[config.mk]
export PLATFORM = sky130hd
export DESIGN_NAME = add32_seq_ctrl
export DESIGN_NICKNAME = d
export VERILOG_FILES = /design/src/rtl/add32_seq_ctrl_pkg.sv /design/src/rtl/add32_seq_ctrl_adder.sv /design/src/rtl/add32_seq_ctrl.sv
export SDC_FILE = /design/constraint.sdc
export NUM_CORES = 1
export LEC_CHECK = 0
export CAP_MARGIN = 10
export CORE_ASPECT_RATIO = 0.9
export CORE_MARGIN = 2
export CORE_UTILIZATION = 53
export CTS_CLUSTER_DIAMETER = 30
export DETAILED_ROUTE_END_ITERATION = 7
export PLACE_DENSITY_LB_ADDON = 0.08
export SETUP_SLACK_MARGIN = 0.15
export SLEW_MARGIN = 10
export SYNTH_ARGS = -nofsm -noshare
export SYNTH_HDL_FRONTEND = slang
export SYNTH_SLANG_ARGS = --single-unit
[constraint.sdc]
create_clock -name i_clk -period 4.7 [get_ports i_clk]
set_clock_uncertainty 0.1 [all_clocks]
set_input_delay 0.94 -clock i_clk [delete_from_list [all_inputs] [get_ports i_clk]]
set_output_delay 0.94 -clock i_clk [all_outputs]
set_load 0.01 [all_outputs]
[src/rtl/add32_seq_ctrl_pkg.sv]
// Shared definitions for the byte-serial add/subtract controller.
package add32_seq_ctrl_pkg;

  // Controller states: waiting for a request, chaining bytes, presenting a result.
  typedef enum logic [1:0] {
    IDLE = 2'd0,
    CALC = 2'd1,
    DONE = 2'd2
  } state_e;

  // Default operand width in bytes.
  localparam int unsigned NUM_BYTES_DEFAULT = 4;

endpackage : add32_seq_ctrl_pkg

[src/rtl/add32_seq_ctrl_adder.sv]
// 8-bit ripple adder slice with carry-in, carry-out and signed-overflow flag.
module adder_8bit (
  input  logic [7:0] a_i,
  input  logic [7:0] b_i,
  input  logic       cin_i,
  output logic [7:0] sum_o,
  output logic       cout_o,
  output logic       ovf_o
);

  logic [7:0] low_sum;
  logic [1:0] high_sum;

  // Split at bit 7 so the carry into the MSB is visible for the overflow flag.
  always_comb begin
    low_sum  = {1'b0, a_i[6:0]} + {1'b0, b_i[6:0]} + {7'd0, cin_i};
    high_sum = {1'b0, a_i[7]} + {1'b0, b_i[7]} + {1'b0, low_sum[7]};
    sum_o    = {high_sum[0], low_sum[6:0]};
    cout_o   = high_sum[1];
    ovf_o    = low_sum[7] ^ high_sum[1];
  end

endmodule : adder_8bit

[src/rtl/add32_seq_ctrl.sv]
// Byte-serial W-bit add/subtract with valid/ready handshakes on both sides.
// One shared 8-bit adder processes one byte per cycle, LSB first.
module add32_seq_ctrl
  import add32_seq_ctrl_pkg::*;
#(
  parameter int unsigned NUM_BYTES = NUM_BYTES_DEFAULT
) (
  input  logic                   i_clk,
  input  logic                   i_rst_n,
  input  logic                   i_valid,
  output logic                   o_ready,
  input  logic [8*NUM_BYTES-1:0] i_op_a,
  input  logic [8*NUM_BYTES-1:0] i_op_b,
  input  logic                   i_sub,
  output logic                   o_valid,
  input  logic                   i_ready,
  output logic [8*NUM_BYTES-1:0] o_result,
  output logic                   o_carry,
  output logic                   o_ovf
);

  localparam int unsigned W     = 8 * NUM_BYTES;
  localparam int unsigned IDX_W = $clog2(NUM_BYTES);
  localparam logic [IDX_W-1:0] LAST_IDX = IDX_W'(NUM_BYTES - 1);

  state_e           state_q, state_d;
  logic [W-1:0]     a_q, a_d;
  logic [W-1:0]     b_q, b_d;
  logic [W-1:0]     acc_q, acc_d;
  logic [W-1:0]     result_q, result_d;
  logic [IDX_W-1:0] idx_q, idx_d;
  logic             carry_q, carry_d;
  logic             co_q, co_d;
  logic             ovf_q, ovf_d;

  logic [7:0]       a_byte, b_byte, add_sum;
  logic             add_co, add_ovf;
  logic [W-1:0]     acc_next;

  adder_8bit u_adder (
    .a_i    (a_byte),
    .b_i    (b_byte),
    .cin_i  (carry_q),
    .sum_o  (add_sum),
    .cout_o (add_co),
    .ovf_o  (add_ovf)
  );

  // Index-driven byte select of the latched operands, and merge of the new sum byte.
  always_comb begin
    a_byte   = '0;
    b_byte   = '0;
    acc_next = acc_q;
    for (int unsigned i = 0; i < NUM_BYTES; i++) begin
      if (idx_q == IDX_W'(i)) begin
        a_byte              = a_q[i*8 +: 8];
        b_byte              = b_q[i*8 +: 8];
        acc_next[i*8 +: 8]  = add_sum;
      end
    end
  end

  // Next-state and datapath update logic.
  always_comb begin
    state_d  = state_q;
    a_d      = a_q;
    b_d      = b_q;
    acc_d    = acc_q;
    result_d = result_q;
    idx_d    = idx_q;
    carry_d  = carry_q;
    co_d     = co_q;
    ovf_d    = ovf_q;
    unique case (state_q)
      IDLE: begin
        if (i_valid) begin
          a_d     = i_op_a;
          b_d     = i_sub ? ~i_op_b : i_op_b;
          carry_d = i_sub;
          idx_d   = '0;
          acc_d   = '0;
          state_d = CALC;
        end
      end
      CALC: begin
        acc_d   = acc_next;
        carry_d = add_co;
        if (idx_q == LAST_IDX) begin
          result_d = acc_next;
          co_d     = add_co;
          ovf_d    = add_ovf;
          idx_d    = '0;
          state_d  = DONE;
        end else begin
          idx_d = idx_q + IDX_W'(1);
        end
      end
      DONE: begin
        if (i_ready) begin
          state_d = IDLE;
        end
      end
      default: state_d = IDLE;
    endcase
  end

  // State and datapath registers; reset aborts any operation in flight.
  always_ff @(posedge i_clk or negedge i_rst_n) begin
    if (!i_rst_n) begin
      state_q  <= IDLE;
      a_q      <= '0;
      b_q      <= '0;
      acc_q    <= '0;
      result_q <= '0;
      idx_q    <= '0;
      carry_q  <= 1'b0;
      co_q     <= 1'b0;
      ovf_q    <= 1'b0;
    end else begin
      state_q  <= state_d;
      a_q      <= a_d;
      b_q      <= b_d;
      acc_q    <= acc_d;
      result_q <= result_d;
      idx_q    <= idx_d;
      carry_q  <= carry_d;
      co_q     <= co_d;
      ovf_q    <= ovf_d;
    end
  end

  assign o_ready  = (state_q == IDLE);
  assign o_valid  = (state_q == DONE);
  assign o_result = result_q;
  assign o_carry  = co_q;
  assign o_ovf    = ovf_q;

endmodule : add32_seq_ctrl

Word level (Yosys, flattened, before mapping)
Index checks and enable logic that the tools add are counted.
{"block": "totals", "register_bits": 135, "word_cells": 55}
{"block": "op_classes", "n_addsub": 5, "eq_ne": 8, "muxes": 24, "bitwise": 2, "n_reduce_logical": 7}
{"cell": "2-to-1 mux 8 bit", "n": 12}
{"cell": "2-to-1 mux 32 bit", "n": 2}
{"cell": "one-hot mux 32 bit (2 select lines)", "n": 1}
{"cell": "inverter 32 bit", "n": 1}
{"cell": "2-to-1 mux 2 bit", "n": 5}
{"cell": "adder 7 x 7 -> 8 bit", "n": 1}
{"cell": "adder 8 x 1 -> 8 bit", "n": 1}
{"cell": "equality test 2 bit, second input constant", "n": 3}
{"cell": "one-hot mux 2 bit (3 select lines)", "n": 1}
{"cell": "AND reduction 2 bit", "n": 3}
{"cell": "equality test 2 x 1 -> 1 bit, second input constant", "n": 2}
{"cell": "zero test 2 bit", "n": 2}
{"cell": "inequality test 2 bit, second input constant", "n": 2}
{"cell": "one-hot mux 2 bit (2 select lines)", "n": 1}
{"cell": "AND reduction 3 bit", "n": 1}
{"cell": "adder 1 x 1 -> 2 bit", "n": 1}
{"cell": "adder 2 x 1 -> 2 bit", "n": 1}
{"cell": "adder 2 x 1 -> 2 bit, second input constant", "n": 1}
{"cell": "inequality test 2 x 1 -> 1 bit, second input constant", "n": 1}
{"cell": "one-hot mux 1 bit (2 select lines)", "n": 1}
{"cell": "nonzero test 2 bit", "n": 1}
{"cell": "2-to-1 mux 1 bit", "n": 1}
{"cell": "XOR 1 bit", "n": 1}

Longest topological paths before layout
Gate-level depths: netlist of the first run.
{"block": "depth", "depth_word": 10, "mapped_depth": 17}

Cells and area by module
Synthesis of the first run repeated with hierarchy kept, for this count alone.
{"block": "unflattened", "cells_unflattened": 550, "area_unflattened_um2": 6334.8}
{"module": "add32_seq_ctrl", "instances": 1, "cells_each": 503, "area_each_um2": 5988.2, "seq_area_each_um2": 3178.0}
{"module": "adder_8bit", "instances": 1, "cells_each": 47, "area_each_um2": 346.6, "seq_area_each_um2": 0.0}

Least setup slack after synthesis of the first run
OpenSTA, ideal clock, no wires.
{"block": "synth_path", "kind": "reg2reg", "startpoint": "register idx_q[0]", "endpoint": "register acc_q[23]", "arrival_ns": 3.270, "required_time_ns": 4.478, "slack_ns": 1.208, "path_stages_with_launch": 14, "n_path_buf": 2, "synth_period_minus_slack_ns": 3.492, "path_cell_list": "dfrtp_1 > inv_1 > ha_1 > clkbuf_1 > buf_1 > a21oi_1 > o21ai_0 > ha_1 > o21a_1 > o31a_1 > o41ai_2 > nand2_1 > fa_1 > a32o_1"}
{"block": "synth_via", "elab_chain_len": 10}
{"element": "start: declaration", "line": "add32_seq_ctrl.sv:31", "text": "logic [IDX_W-1:0] idx_q, idx_d;"}
{"element": "start signal: assignment", "line": "add32_seq_ctrl.sv:125", "text": "idx_q <= idx_d;"}
{"element": "zero test 2 bit", "line": "add32_seq_ctrl.sv:55", "text": "if (idx_q == IDX_W'(i)) begin"}
{"element": "2-to-1 mux 8 bit (4 in series)", "line": "add32_seq_ctrl.sv:55"}
{"element": "adder 7 x 7 -> 8 bit", "line": "add32_seq_ctrl_adder.sv:16", "text": "low_sum = {1'b0, a_i[6:0]} + {1'b0, b_i[6:0]} + {7'd0, cin_i};"}
{"element": "adder 8 x 1 -> 8 bit", "line": "add32_seq_ctrl_adder.sv:16"}
{"element": "adder 2 x 1 -> 2 bit", "line": "add32_seq_ctrl_adder.sv:17", "text": "high_sum = {1'b0, a_i[7]} + {1'b0, b_i[7]} + {1'b0, low_sum[7]};"}
{"element": "2-to-1 mux 8 bit (*)", "line": "add32_seq_ctrl.sv:55"}
{"element": "one-hot mux 32 bit (2 select lines) (*)", "line": "add32_seq_ctrl.sv:74", "text": "unique case (state_q)"}
{"element": "end signal: assignment", "line": "add32_seq_ctrl.sv:113", "text": "acc_q <= '0;"}
{"element": "end signal: assignment", "line": "add32_seq_ctrl.sv:123", "text": "acc_q <= acc_d;"}
{"element": "end: declaration", "line": "add32_seq_ctrl.sv:29", "text": "logic [W-1:0] acc_q, acc_d;"}
Mark *: on every way between the ends. The rest lies on a longest branch, timed or not.
A chain may end at the register's enable or synchronous reset.

Final worst setup path of the first run
{"block": "layout_path", "startpoint": "register idx_q[1]", "endpoint": "register result_q[15] (netlist: o_result[15])"}
{"block": "layout_via", "elab_chain_len": 9}
{"element": "zero test 2 bit", "line": "add32_seq_ctrl.sv:55"}
{"element": "2-to-1 mux 8 bit (4 in series)", "line": "add32_seq_ctrl.sv:55"}
{"element": "adder 7 x 7 -> 8 bit", "line": "add32_seq_ctrl_adder.sv:16"}
{"element": "adder 8 x 1 -> 8 bit", "line": "add32_seq_ctrl_adder.sv:16"}
{"element": "adder 2 x 1 -> 2 bit", "line": "add32_seq_ctrl_adder.sv:17"}
{"element": "2-to-1 mux 8 bit", "line": "add32_seq_ctrl.sv:55"}
{"element": "end signal: assignment", "line": "add32_seq_ctrl.sv:124", "text": "result_q <= result_d;"}
{"element": "end: declaration", "line": "add32_seq_ctrl.sv:30", "text": "logic [W-1:0] result_q, result_d;"}
Parallel ways exist; a longest one is shown, timed or not.

==> results.toml, run 1 <==
[clock_network]
clk_pin_slew_ns = 0.06
clk_path_buf_depth = 2
post_cts_resized = 0
htreeDepth = 4
clkLatencyLatePin_ns = 0.42
cts_setup_buffers = 0
cts_made_buffers = 17
cts_root_buffer = "clkbuf_16"
numClockSinks = 127
hold_buffers = 0
cts_tree = "yes"

[drt]
wl_per_cell_um = 16.7
drt-initial-drc-count = 271
num_vias = 4855
firstDrtPassIters = 5
drc_errors = 0
via_per_inst = 5.57
ant_nets = 0
drt_wl_total_mm = 14.5

[die]
die_area_um2 = 12500
start_util = 0.542
core_area_um2 = 11400
dieWidth_um = 118
io-pin-count = 105
rows = 37
die_h_um = 106

[synth]
syn-cell-area_um2 = 6180
yosysTopAreaCell = "dfrtp_1"
async_reset_ff_frac = 1.00
synth_seq_cells = 127
syn-num-nets = 694
netlist_instances = 612
netlist.area_leader.share = 0.515
ys_types = 47
synth_area_leaders = "dfrtp_1, a21oi_1, mux2_2, nand2_1, xnor2_1"
synth_edf_count = 0
syn_avg_cell_area_um2 = 10.1
synth-seq-area-share = 0.515
yosys_most_used_dff = "dfrtp_1"
yosys_warnings = 0

[finish]
syn_to_final_growth_pct = 27.7
antenna_cells = 0
final_common_cell = "dfrtp_1"
final_cell_mix = "dfrtp_1, clkdlybuf4s50_1, a21oi_1, nand2_1"
nNetsFinal = 785
layout-drive-gt1-share = 0.120

[worst_setup_path]
required_ns = 4.92
reg2reg_setup_slack_ns = 0.72
endpoint = "o_result[15]"
r2r_start = "idx_q[1]"
worstPathArrival_ns = 4.20
reg2regPathDepth = 16
end_kind = "flop"
start_kind = "flop"
critPathKind = "flop to flop"
path_max_fanout = 13
critPathLaunch = "idx_q[1]"
r2r_end = "o_result[15]"

[sta]
layout_setup_ws_ns = 0.717
tightest_slew_ns = 1.01
period_share = 0.847
fmax_ghz = 0.251
slew_headroom = 0.326
setup_viol = 0
rsz0062_at_grt = "false"
hold_viol_final = 0
min_period_ns = 3.98
tns_ns = 0
maxSlewViolCount = 0

[global_routing]
grt-ovfl-total = 0
globalRouteTotalUtil = 0.244
grt_pass1_wl_mm = 23.9
grt_pass1_vias = 4695
antenna_found_initial = 0
grt_max_degree = 100

[status]
status = "finished clean"

[power]
comb_power_share = 0.525
p_leak_nw = 3.36
p_sw_w = 0.00287
powerDensity_nw_per_um2 = 860
p_int_w = 0.00391
ir_drop_mv = 0.416
switching_share = 0.424
clock_power_share = 0.194
seq_power_share = 0.280

[hold_path]
holdCritPathClass = "flop to flop"
min-delay-start = "o_result[27]"

[placed_design]
dp_hpwl_mm = 10.1
io_buffers = 104
finalWeightedCongestion = 0.815
pre_cts_ws_ns = 0.786

[run]
cap_violations = 0
-- through the flow --
| step | instance area (µm²) | cells | utilization | hold WS, ns | total power [W] |
|---|---|---|---|---|---|
| detailed placement | 7290 | 840 | 0.640 | 0.364 | 0.00542 |
| CTS | 7890 | 872 | 0.693 | 0.379 | 0.00678 |
| floorplan | 6180 | 612 | - | 0.340 | 0.00430 |
| finish | 7890 | 872 | 0.693 | 0.374 | 0.00678 |
| global placement | 7290 | 840 | 0.640 | 0.355 | 0.00532 |
| global route | 7890 | 872 | 0.693 | 0.398 | 0.00727 |
-- flip-flops by register name, summed over array words and instances (netlist names) --
register,flops
a_q,32
b_q,32
o_result,32
acc_q,24
idx_q,2
state_q,2
carry_q,1
o_carry,1
o_ovf,1
-- synthesized netlist by cell type, types with 2 or more instances --
cell	instances
a21o_1	3
a21oi_1	82
a221o_1	3
a22o_1	3
a32o_1	9
and3_1	8
buf_1	8
buf_2	20
buf_6	3
clkbuf_1	11
clkinv_1	2
dfrtp_1	127
fa_1	3
ha_1	10
inv_1	11
mux2_2	33
mux2i_1	14
nand2_1	80
nand2b_1	3
nand3_1	11
nand3b_1	2
nor2_1	45
nor2b_1	2
nor3_1	2
nor3b_1	3
o21a_1	4
o21ai_0	45
o21ai_1	5
o31a_1	2
o31ai_1	9
xnor2_1	33
-- power by group through the flow --
| stage | clock [W] | combinational [W] | sequential, W |
|---|---|---|---|
| 6_report | 0.00132 | 0.00356 | 0.00190 |
| 2_1_floorplan | 0 | 0.00243 | 0.00187 |
| 5_1_grt | 0.00138 | 0.00393 | 0.00196 |
| 3_5_place_dp | 0 | 0.00350 | 0.00192 |
| 4_1_cts | 0.00133 | 0.00354 | 0.00191 |
| 3_3_place_gp | 0 | 0.00341 | 0.00191 |
-- worst min path at each step --
stage / end / slack (ns) / depth (start not counted)
after detailed placement: o_result[30] / 0.36 / 2
after floorplan: acc_q[6] / 0.34 / 2
after global placement: acc_q[21] / 0.35 / 2
after CTS: acc_q[21] / 0.38 / 2
final: o_result[27] / 0.37 / 2
after global routing: acc_q[21] / 0.40 / 2
-- cell families (layout without fill, tap and decap cells) --
family                     after synthesis  after routing  synth area share
and+or+nand+nor                        164            164             0.119
xor gates and xnor gates                33             33            0.0468
buffers and inverters                   55            159            0.0411
AOI/OAI and AO/OA                      173            173             0.166
muxes                                   47             47            0.0829
adders and majority gates               13             13            0.0300
DFF                                    127            127             0.515
-- critical path, stage by stage (launching register included) --
cell and delay [ns]:
dfrtp_1 0.37, inv_1 0.09, ha_1 0.19, inv_1 0.34
buf_4 0.26, nand3_1 0.08, a21oi_1 0.17, a21oi_1 0.06
o21ai_0 0.19, ha_1 0.30, o21a_1 0.23, o31a_1 0.13
o41ai_2 0.28, nand2_1 0.13, fa_1 0.67, mux2i_1 0.14
o21ai_0 0.17
-- layout make-up --
class / count / area (µm²)
fill: 887 / 3500
sequential: 127 / 3180
multi-input combinational: 430 / 2750
timing repair buffer: 114 / 1120
clock buffer: 18 / 429
tap: 156 / 195
clock inverter: 14 / 168
inverter: 13 / 48.8
-- per-layer routing --
metal / share of wire / global-route usage / vias up / wire [µm]
met5: 0 / 0 / - / 0
met1: 0.42 / 0.313 / 2371 / 6150
met3: 0.053 / 0.0499 / 24 / 766
li1: - / - / 2300 / -
met2: 0.51 / 0.417 / 160 / 7370
met4: 0.018 / 0.0809 / 0 / 263
No activity file was read; power rests on OpenSTA's default activity.
==> run 2, diff against run 1 <==
CORE_UTILIZATION = 48   (was 53)
clock period = 3.5 ns   (was 4.7 ns; I/O delays follow)
==> run 2 against run 1 <==
Against the previous run: sequential power is 36% higher; critical path depth stayed put; global-route usage decreased by 0.29 points; worst setup slack lost 0.66 ns; die area rose by 10%; non-clock buffer count is 33 higher; worst hold slack got worse by 0.11 ns; first-iteration DRC count is 56% higher; via count up 1.8%; sequential cell count unchanged; sequential share of layout area is 1.6 points lower; combinational power up 55%; largest cell class unchanged; highest routed layer unchanged.
==> results.toml, run 2 (synthesis results as in run 1) <==
[status]
status = "finished clean"

[sta]
maxSlewViolCount = 0
tns_ns = 0
tightest_slew_ns = 0.910
period_share = 0.984
setup_viol = 0
hold_viol_final = 0
rsz0062_at_grt = "true"
slew_headroom = 0.394
min_period_ns = 3.44
fmax_ghz = 0.290

[clock_network]
numClockSinks = 127
cts_root_buffer = "clkbuf_16"
htreeDepth = 4
clkLatencyLatePin_ns = 0.42
cts_made_buffers = 17
clk_pin_slew_ns = 0.05
cts_tree = "yes"
clk_path_buf_depth = 2

[run]
cap_violations = 0

[global_routing]
grt_max_degree = 72
globalRouteTotalUtil = 0.241
antenna_found_initial = 0
grt_pass1_vias = 4957
grt-ovfl-total = 0
grt_pass1_wl_mm = 25.3

[finish]
layout-drive-gt1-share = 0.180
multiInputGateArea_um2 = 2840
final_cell_mix = "dfrtp_1, clkdlybuf4s50_1, nand2_1, a21oi_1, nor2_1"
syn_to_final_growth_pct = 33.0
seq_area_um2 = 3180
antenna_cells = 0
nNetsFinal = 818
nFillCells = 1034
fin_cells = 910
final_common_cell = "dfrtp_1"

[worst_setup_path]
path_max_fanout = 7
critPathKind = "flop to flop"
r2r_start = "idx_q[1]"
start_kind = "flop"
worstPathArrival_ns = 3.68
critPathLaunch = "idx_q[1]"
reg2regPathDepth = 16
reg2reg_setup_slack_ns = 0.06
r2r_end = "o_result[23]"
required_ns = 3.74
end_kind = "flop"

[drt]
firstDrtPassIters = 5
drt-initial-drc-count = 422
ant_nets = 0
drc_errors = 0
drt_wl_total_mm = 15.5
num_vias = 4941
wl_per_cell_um = 17.1
via_per_inst = 5.43

[power]
powerDensity_nw_per_um2 = 1180
ir_drop_mv = 0.584
p_leak_nw = 3.51

[die]
die_area_um2 = 13800
start_util = 0.489
rows = 39
core_area_um2 = 12600
dieWidth_um = 124
io-pin-count = 105
die_h_um = 112

[placed_design]
io_buffers = 104
finalWeightedCongestion = 0.933
dp_hpwl_mm = 10.9
dp.cells = 868

[hold_path]
holdCritPathClass = "input port to asynchronous set/reset pin"
## run 2: worst max-delay path, stage by stage, from the launching register on
cell,delay [ns]
dfrtp_1,0.38
inv_2,0.12
ha_4,0.18
buf_12,0.11
nand3b_1,0.12
a21oi_2,0.05
a21oi_1,0.13
nor2_1,0.08
a21o_1,0.17
ha_1,0.29
nor2b_4,0.13
o31a_1,0.26
o41ai_2,0.25
nand2_1,0.12
fa_2,0.62
mux2i_1,0.10
o21ai_1,0.15
## run 2: layout make-up
| class | instances | share of cell area |
|---|---|---|
| Sequential cell | 127 | 0.387 |
| Multi-Input combinational cell | 430 | 0.346 |
| Timing Repair Buffer | 147 | 0.171 |
| Clock buffer | 23 | 0.0606 |
| Tap cell | 164 | 0.0250 |
| Inverter | 13 | 0.00624 |
| Clock inverter | 6 | 0.00426 |
## run 2: worst max-delay path by stage
stage	endpoint	cells past startpoint
after floorplan	o_result[23]	16
after global placement	o_result[7]	15
after detailed placement	o_result[23]	15
after CTS	o_result[23]	15
after global routing	acc_q[22]	14
final	o_result[23]	16
## run 2: repair_timing
| item | 4_1_cts | 5_1_grt |
|---|---|---|
| pin swaps | 11 | 10 |
| endpoints found under the setup margin | 25 | 29 |
| buffers inserted | 9 | 4 |
| resized for setup | 25 | 7 |
| hold buffers | 0 | 0 |
## run 2: stage by stage
| stage | util | total power [W] | instance area [µm²] | hold slack, ns | setup slack, ns |
|---|---|---|---|---|---|
| after floorplan | - | 0.00580 | 6180 | 0.304 | 0.188 |
| after CTS | 0.646 | 0.00962 | 8170 | 0.299 | -0.0570 |
| after global routing | 0.650 | 0.0104 | 8220 | 0.321 | -0.0728 |
| after global placement | 0.593 | 0.00763 | 7490 | 0.353 | -0.00789 |
| after detailed placement | 0.593 | 0.00775 | 7490 | 0.359 | -0.126 |
| final | 0.650 | 0.00971 | 8220 | 0.260 | 0.0575 |
## run 2: power breakdown
group          total (W)  switching, W  internal [W]
combinational    0.00553       0.00300       0.00253
sequential       0.00258      0.000433       0.00215
clock            0.00159      0.000612      0.000979
## run 2: per-layer routing
layer / vias to the layer above / GRT usage / routed length, µm
met5: - / 0 / 0
met4: 0 / 0.0629 / 194
met3: 18 / 0.0697 / 1030
met2: 171 / 0.370 / 7260
met1: 2381 / 0.337 / 7030
li1: 2371 / - / -
==> run 3, diff against run 2 <==
SYNTH_HIERARCHICAL = 1   (was not set)
==> run 3 against run 2 <==
Against the previous run: clock-buffer cell count fell by 1; synthesized cell count fell by 10%; critical endpoint is now o_result[15]; highest routed layer unchanged; critical path depth fell by 1; critical path type unchanged; core utilization grew 0.65 points.
==> results.toml, run 3 <==
[synth]
synth_seq_cells = 127
synth_top_family_by_area = "compound AO/OA/AOI/OAI gates"
synth_xor_area_frac = 0.0498
synth_edf_count = 0
synth_area_leaders = "dfrtp_1, mux2_4, xnor2_1, a21oi_2, a32o_1"
synth-compound-area-share = 0.173
yosys-top-cells-count = "dfrtp_1, nand2_1, nor2_1"
synthAdderAreaFrac = 0.0292
synth.area.mux_share = 0.110
netlist_instances = 550
syn-cell-area_um2 = 6330
syn-num-nets = 632
netlist.area_leader.share = 0.502
yosys_most_used_dff = "dfrtp_1"
synthSimpleGateAreaFrac = 0.0766
async_reset_ff_frac = 1.00
yosysTopAreaCell = "dfrtp_1"
ys_types = 44
synth-seq-area-share = 0.502
synth_most_common_cell = "dfrtp_1"
syn_avg_cell_area_um2 = 11.5
yosys_warnings = 6

[clock_network]
clk_pin_slew_ns = 0.06
cts_root_buffer = "clkbuf_16"
htreeDepth = 4
cts_made_buffers = 17
clkLatencyLatePin_ns = 0.41
clk_path_buf_depth = 2
hold_buffers = 0
cts_tree = "yes"
numClockSinks = 127

[die]
io-pin-count = 105
rows = 39
die_area_um2 = 14100
die_h_um = 113
start_util = 0.495
dieWidth_um = 125
core_area_um2 = 12800

[drt]
via_per_inst = 5.39
ant_nets = 0
drt_wl_total_mm = 14.9
drc_errors = 0
wl_per_cell_um = 17.9
num_vias = 4504
firstDrtPassIters = 4
drt-initial-drc-count = 295

[global_routing]
grt_pass1_wl_mm = 24.3
grt_pass1_vias = 4553
antenna_found_initial = 0
grt_max_degree = 79
grt-ovfl-total = 0
globalRouteTotalUtil = 0.222

[worst_setup_path]
start_kind = "flop"
r2r_start = "idx_q[0]"
required_ns = 3.72
reg2regPathDepth = 15
path_max_fanout = 7
r2r_end = "o_result[15]"
slowest_stage = "fa_1"
end_kind = "flop"
worstPathArrival_ns = 3.47
max_stage_delay_ns = 0.49
cp_cell_sequence = "inv_2 -> ha_4 -> nor2b_4 -> buf_6 -> buf_4 -> a22oi_1 -> a21oi_1 -> ha_1 -> a21oi_2 -> o21ai_1 -> a41oi_2 -> fa_1 -> inv_4 -> mux2i_1 -> o21ai_0"
critPathKind = "flop to flop"
reg2reg_setup_slack_ns = 0.25

[sta]
setup_viol = 0
rsz0062_at_grt = "true"
slew_headroom = 0.342
tightest_slew_ns = 0.987
maxSlewViolCount = 0
layout_setup_ws_ns = 0.253
hold_viol_final = 0
period_share = 0.928
min_period_ns = 3.25
fmax_ghz = 0.308

[finish]
layout-drive-gt1-share = 0.256
final_common_cell = "dfrtp_1"
final_cell_mix = "dfrtp_1, clkdlybuf4s50_1, nand2_1, a21oi_2, nor2_1"
nFillCells = 982
syn_to_final_growth_pct = 32.5
nNetsFinal = 741
antenna_cells = 0

[placed_design]
dp_hpwl_mm = 10.1
io_buffers = 104
finalWeightedCongestion = 0.952
pre_cts_ws_ns = -0.0163

[hold_path]
holdCritPathClass = "input port to asynchronous set/reset pin"

[status]
status = "finished clean"

[run]
cap_violations = 0
run 3: cell types whose count changed after synthesis, sizes merged, moves of 11 or more:
cell	previous run	this run
nand2	81	60
a32o	9	24
a21oi	83	52
nand3	11	0
o22ai	0	15
o21ai	50	32
a22oi	1	16
run 3: cells by family after synthesis:
family / count (synthesis)
multiplexers: 55
AO/OA/AOI/OAI: 150
buffers and inverters: 56
flip-flops: 127
adder cells (fa/ha/maj): 13
AND/OR/NAND/NOR: 113
XOR/XNOR: 36
run 3: worst max path at each step:
stage / startpoint / end / slack (ns) / cells after the start
after floorplan: idx_q[0] / acc_q[15] / 0.16 / 16
after global placement: idx_q[0] / o_result[15] / 0.05 / 15
after detailed placement: idx_q[0] / o_result[23] / -0.02 / 15
after CTS: idx_q[0] / o_result[15] / 0.16 / 15
after global routing: idx_q[0] / o_result[15] / 0.1 / 15
final: idx_q[0] / o_result[15] / 0.25 / 15
run 3: final cells by class:
| type | instances | area (µm²) | share of cell area |
|---|---|---|---|
| inverter | 15 | 58.8 | 0.00701 |
| tap | 164 | 205 | 0.0244 |
| multi-input combinational | 367 | 3020 | 0.360 |
| clock inverter | 10 | 158 | 0.0188 |
| clock buffer | 22 | 484 | 0.0577 |
| sequential | 127 | 3180 | 0.379 |
| timing repair buffer | 131 | 1290 | 0.154 |
run 3: repair_timing:
| item | CTS | global route |
|---|---|---|
| endpoints found under the setup margin | 25 | 45 |
| resized for setup | 7 | 47 |
| pin swaps | 2 | 16 |
| setup buffers | 3 | 5 |
run 3: layer usage:
layer  track usage  vias up  part of all wire
met1         0.319     2213              0.49
met5             0        -                 0
li1              -     2160                 -
met3        0.0714       13             0.045
met2         0.325      118              0.46
met4        0.0637        0             0.012
run 3: per-stage QoR:
stage               instance area, µm²  std cells  hold WS (ns)   util  setup TNS [ns]
floorplan                         6360        550         0.304      -               0
global placement                  7460        796         0.363  0.583               0
detailed placement                7460        796         0.369  0.583         -0.0196
CTS                               8160        831         0.381  0.638               0
finish                            8390        836         0.351  0.656               0
global route                      8390        836         0.404  0.656               0
run 3: worst max-delay path: cells and delay by family, from the launching register on:
family          cells  cell delay, ns
fa+ha+maj           3            0.99
compound gates      6            0.92
buf+inv             4            0.49
flops               1            0.45
simple gates        1            0.12
mux                 1            0.07
Power of run 3 is left out: the tool's default activity adds up to more than one toggle a clock period on the data nets, which glitch-free logic cannot reach.
